$ cat config.mk
export PLATFORM = sky130hd
export DESIGN_NAME = count_rate_controller
export DESIGN_NICKNAME = d
export VERILOG_FILES = /design/src/rtl/count_rate_controller.sv
export SDC_FILE = /design/constraint.sdc
export NUM_CORES = 1
export LEC_CHECK = 0
export ABC_AREA = 1
export CORE_MARGIN = 2
export CORE_UTILIZATION = 63
export DETAILED_ROUTE_END_ITERATION = 10
export PLACE_DENSITY = 0.84
export SLEW_MARGIN = 20
export SYNTH_ARGS = -nofsm -noshare
export SYNTH_HDL_FRONTEND = slang
export SYNTH_SLANG_ARGS = --single-unit
$ cat constraint.sdc
create_clock -name clk -period 2.5 [get_ports clk]
set_input_delay 0.75 -clock clk [delete_from_list [all_inputs] [get_ports clk]]
set_output_delay 0.75 -clock clk [all_outputs]
set_load 0.05 [all_outputs]
$ cat src/rtl/count_rate_controller.sv
// rtl/count_rate_controller.sv - run/pause/clear sequencer with clock-enable prescaler and up/down count register
// Optional feature: define TERMINAL_STOP_EN to add the limit input and done output (pause when a tick lands on limit).
module count_rate_controller #(
    parameter int DIV_VAL = 4999,
    parameter int WIDTH   = 8
) (
    input  logic             clk,
    input  logic             rst_n,
    input  logic             start,
    input  logic             stop,
    input  logic             clear,
    input  logic             dir,
    input  logic [1:0]       rate_sel,
`ifdef TERMINAL_STOP_EN
    input  logic [WIDTH-1:0] limit,
    output logic             done,
`endif
    output logic [WIDTH-1:0] count,
    output logic             running,
    output logic             tick,
    output logic             wrap
);

    // Prescaler must reach (DIV_VAL+1)*8-1, the terminal value of the slowest rate.
    localparam int PW = $clog2((DIV_VAL + 1) * 8);
    localparam logic [PW:0] BASE_PERIOD = (PW + 1)'(DIV_VAL + 1);

    typedef enum logic [1:0] {
        ST_IDLE  = 2'd0,
        ST_RUN   = 2'd1,
        ST_PAUSE = 2'd2
    } state_e;

    state_e           state_q, state_d;
    logic [PW-1:0]    presc_q, presc_d;
    logic [WIDTH-1:0] count_q, count_d;
    logic             tick_q, tick_d;
    logic             wrap_q, wrap_d;
    logic             running_q, running_d;

    logic [PW:0]      period_m1;
    logic             presc_at_end;
    logic             start_ok;
    logic             tick_now;
    logic             terminal_hit;
    logic [WIDTH-1:0] count_step;

`ifdef TERMINAL_STOP_EN
    logic             done_q, done_d;
`endif

    // Terminal prescaler value for the selected rate, the >= compare and the qualified start/tick events.
    always_comb begin
        period_m1    = (BASE_PERIOD << rate_sel) - (PW + 1)'(1);
        presc_at_end = ({1'b0, presc_q} >= period_m1);
        // Stop beats start in the same cycle; start is only meaningful outside RUN.
        start_ok     = (state_q != ST_RUN) && start && !stop && !clear;
        // Stop in RUN takes priority over a tick landing on the same edge.
        tick_now     = !clear && (state_q == ST_RUN) && !stop && presc_at_end;
        count_step   = dir ? (count_q + WIDTH'(1)) : (count_q - WIDTH'(1));
`ifdef TERMINAL_STOP_EN
        terminal_hit = tick_now && (count_step == limit);
`else
        terminal_hit = 1'b0;
`endif
    end

    // FSM state register.
    always_ff @(posedge clk or negedge rst_n) begin
        if (!rst_n) begin
            state_q <= ST_IDLE;
        end else begin
            state_q <= state_d;
        end
    end

    // FSM next-state logic: clear, then stop/terminal, then start.
    always_comb begin
        state_d = state_q;
        if (clear) begin
            state_d = ST_IDLE;
        end else begin
            case (state_q)
                ST_RUN: begin
                    if (stop || terminal_hit) begin
                        state_d = ST_PAUSE;
                    end
                end
                ST_IDLE, ST_PAUSE: begin
                    if (start_ok) begin
                        state_d = ST_RUN;
                    end
                end
                default: state_d = ST_IDLE;
            endcase
        end
    end

    // FSM outputs and datapath next values: prescaler, count, tick/wrap pulses.
    always_comb begin
        presc_d   = presc_q;
        count_d   = count_q;
        tick_d    = tick_now;
        wrap_d    = 1'b0;
        running_d = (state_d == ST_RUN);
        if (clear) begin
            presc_d = '0;
            count_d = '0;
        end else begin
            case (state_q)
                ST_IDLE: begin
                    presc_d = '0;
                    count_d = '0;
                end
                ST_RUN: begin
                    if (stop) begin
                        presc_d = presc_q;
                    end else if (tick_now) begin
                        presc_d = '0;
                        count_d = count_step;
                        wrap_d  = dir ? (&count_q) : (count_q == '0);
                    end else begin
                        presc_d = presc_q + PW'(1);
                    end
                end
                ST_PAUSE: begin
                    // A resume restarts a full period.
                    if (start_ok) begin
                        presc_d = '0;
                    end
                end
                default: begin
                    presc_d = '0;
                    count_d = '0;
                end
            endcase
        end
    end

`ifdef TERMINAL_STOP_EN
    // done latches on the terminal tick and is released by an accepted start or clear.
    always_comb begin
        done_d = done_q;
        if (clear || start_ok) begin
            done_d = 1'b0;
        end else if (terminal_hit) begin
            done_d = 1'b1;
        end
    end

    // done register.
    always_ff @(posedge clk or negedge rst_n) begin
        if (!rst_n) begin
            done_q <= 1'b0;
        end else begin
            done_q <= done_d;
        end
    end

    assign done = done_q;
`endif

    // Datapath and output registers; every output comes straight from a flop.
    always_ff @(posedge clk or negedge rst_n) begin
        if (!rst_n) begin
            presc_q   <= '0;
            count_q   <= '0;
            tick_q    <= 1'b0;
            wrap_q    <= 1'b0;
            running_q <= 1'b0;
        end else begin
            presc_q   <= presc_d;
            count_q   <= count_d;
            tick_q    <= tick_d;
            wrap_q    <= wrap_d;
            running_q <= running_d;
        end
    end

    assign count   = count_q;
    assign running = running_q;
    assign tick    = tick_q;
    assign wrap    = wrap_q;

endmodule

==> run_results.csv <==
group,metric,value,unit
outcome,outcome,"finished clean",
clock_network,cts_buffers,5,
global_route,antenna_found_initial,0,
place,place_area,0.00255,mm2
floorplanning,die_h,63.4,um
setup_path,slowest_delay,0.86,ns
setup_path,crit_chain,"clkdlybuf4s50_1",
route,first_pass_iters,5,
finish,n_antenna_cell,0,
route,ant_nets,0,
global_route,grt_first_pass_wirelength,8320,um
setup_path,critical_path.slowest_cell,"clkdlybuf4s50_1",
setup_path,crit_cells,1,
synthesis,synthArstFlopShare,100,%
power,power,0.000879,W
clock_network,cts_tree,"done",
synthesis,syn_inst,281,
clock_network,cts_hold_buf,0,
route,routedWlPerCell,12.7,um
timing,hold_viol,0,
synthesis,synth_edf_count,0,
power,cellLeakagePower,1.26,nW
finish,finalInstanceArea,0.00261,mm2
route,wl,4650,um
place,portBuffers,18,
setup_path,endpoint,"count[0]",
timing,worstMarginPinSlew,0.502,ns
global_route,grt_usage,26.4,%
timing,finalMaxSlewViolations,0,
clock_network,cts_root_buffer,"clkbuf_4",
finish,drive_gt1_share,15.9,%
floorplanning,start_util,66.0,%
floorplanning,die_w,63.4,um
finish,final_util,77.7,%
floorplanning,num_rows,21,
clock_network,path_clk_slew,0.10,ns
power,p_per_area,337,mW/mm2
clock_network,clock_latency,0.34,ns
setup_path,crit_family,"buffers and inverters",
timing,holdWs,0.545,ns
finish,multi_input_area,0.00131,mm2
setup_path,reg2reg_to,"count[1]",
synthesis,yosys_warnings,0,
setup_path,r2r_slack,0.68,ns
route,via_per_inst,5.26,
route,drcViolationCount,0,
timing,post-route-period-util,96.7,%
setup_path,r2r_cells,12,
synthesis,yosysSeqAreaShare,32.7,%
finish,nFillCells,268,
flow_run,cap_violations,0,
finish,final_cell_mix,"58 x nand2_1, 38 x inv_1, 30 x nor2_1, 29 x dfrtp_1, 24 x ha_1",
floorplanning,pin_count,19,
setup_path,cp.required,1.75,ns
place,place.gp.congestion,0.859,
finish,regArea,726,um2
clock_network,cts_buffer_depth,2,
setup_path,r2r-start,"presc_q[7]",
place,hpwl,3600,um
setup_path,cp-end-kind,"primary output",
setup_path,crit_start,"count[0]",
timing,clock.fmax,413,MHz
place,place_inst,359,
power,peakVddDrop,292,uV
route,vias,1929,
timing,setup_viol,0,
floorplanning,die-area,0.00401,mm2
synthesis,synth_nets,316,
clock_network,numClockSinks,29,
finish,area_delta_synth_final,17.7,%
timing,max_slew_margin,66.4,%
global_route,grt_pass1_vias,1914,
setup_path,worstPathArrival,1.67,ns
timing,fin_crit,2.42,ns
synthesis,yosys_register_bits,29,
setup_path,critPathKind,"reg2out",
finish,num-nets-final,355,
finish,stdcell_count,367,
setup_path,critPathBufInv,1,
global_route,grt_overflow_total,0,
synthesis,ys.flop_type,"dfrtp_1",
min_path,min_path_type,"reg2reg",
synthesis,synth_area,0.00222,mm2
synthesis,synth_area_per_cell,7.90,um2
setup_path,crit_path_start_kind,"register",
synthesis,yosys.cell_types.count,33,
global_route,grt_max_degree,30,
timing,rsz0062_at_grt,"no",
floorplanning,core_area,0.00336,mm2
timing,worst_clock_skew,0.00847,ns
finish,final_common_cell,"nand2_1",
clock_network,htreeDepth,2,
route,drtIter0Drc,171,
setup_path,critPathMaxFanout,7,
clock_network,cts_setup_buffers,0,
-- Yosys cell counts, types with 2 or more instances --
cell      n  area (um2)
nand2_1  58         218
inv_1    39         146
nor2_1   30         113
dfrtp_1  29         726
ha_1     26         325
o21ai_0  13        65.1
a21oi_1  12        60.1
nand3_1  12        60.1
xor2_1   11        96.3
nor3_1    7        35.0
nand2_2   5        31.3
nand2_4   4        45.0
nand4_1   4        25.0
nor2_4    4        45.0
o21ai_1   3        15.0
xnor2_1   3        26.3
buf_6     2        22.5
inv_2     2        7.51
nand3_2   2        20.0
o31ai_1   2        15.0
-- what timing repair did --
| action | CTS | global route |
|---|---|---|
| endpoints found under the setup margin | 24 | 21 |
| resized for setup | 2 | 9 |
| cloned | 0 | 0 |
| hold endpoints to repair | 0 | 0 |
-- kinds of logic after synthesis --
group | after synthesis | share of synthesized area (%)
XOR/XNOR | 14 | 5.52
buffers and inverters | 45 | 8.62
flip-flops | 29 | 32.7
AO/OA/AOI/OAI | 35 | 8.68
adder cells (fa/ha/maj) | 27 | 15.6
AND/OR/NAND/NOR | 131 | 28.9
-- through the flow --
stage                     worst slack [ns]  TNS [ns]
final                               0.0814         0
after detailed placement            -0.549    -12.98
after CTS                           0.0737         0
after global routing                0.0212         0
after global placement              -0.457    -10.82
after floorplan                      0.159         0
-- how the worst min path moves through the flow --
stage / endpoint / from / cells after the start
floorplan: count[0] / rst_n / 0
CTS: state_q[0] / state_q[0] / 1
global placement: state_q[0] / state_q[0] / 1
detailed placement: state_q[0] / state_q[0] / 1
finish: state_q[0] / state_q[0] / 1
global route: running / state_q[0] / 1
-- state kept, by name (all words and copies together) (netlist names) --
| register | cells |
|---|---|
| wrap | 1 |
| state_q | 2 |
| presc_q | 16 |
| running | 1 |
| count | 8 |
| tick | 1 |
-- final cells by class --
| type | instances | share of cell area (%) |
|---|---|---|
| clock buffer | 5 | 1.44 |
| clock inverter | 3 | 0.670 |
| inverter | 43 | 6.56 |
| multi-input combinational | 207 | 50.2 |
| sequential | 29 | 27.8 |
| tap | 46 | 2.20 |
| timing repair buffer | 34 | 11.1 |
-- power by group --
group / switching, W / internal (W)
registers: 0.00000298 / 0.000472
logic: 0.0000708 / 0.0000483
clock network: 0.000180 / 0.000106
-- layer usage --
layer / part of all wire, % / vias up / track usage (%)
met3: 3.5 / 12 / 5.71
met4: 2.9 / 0 / 12.5
met5: 0 / - / 0
met1: 45 / 897 / 32.3
met2: 49 / 37 / 44.1
li1: - / 983 / -
(Power assumes the default switching activity.)
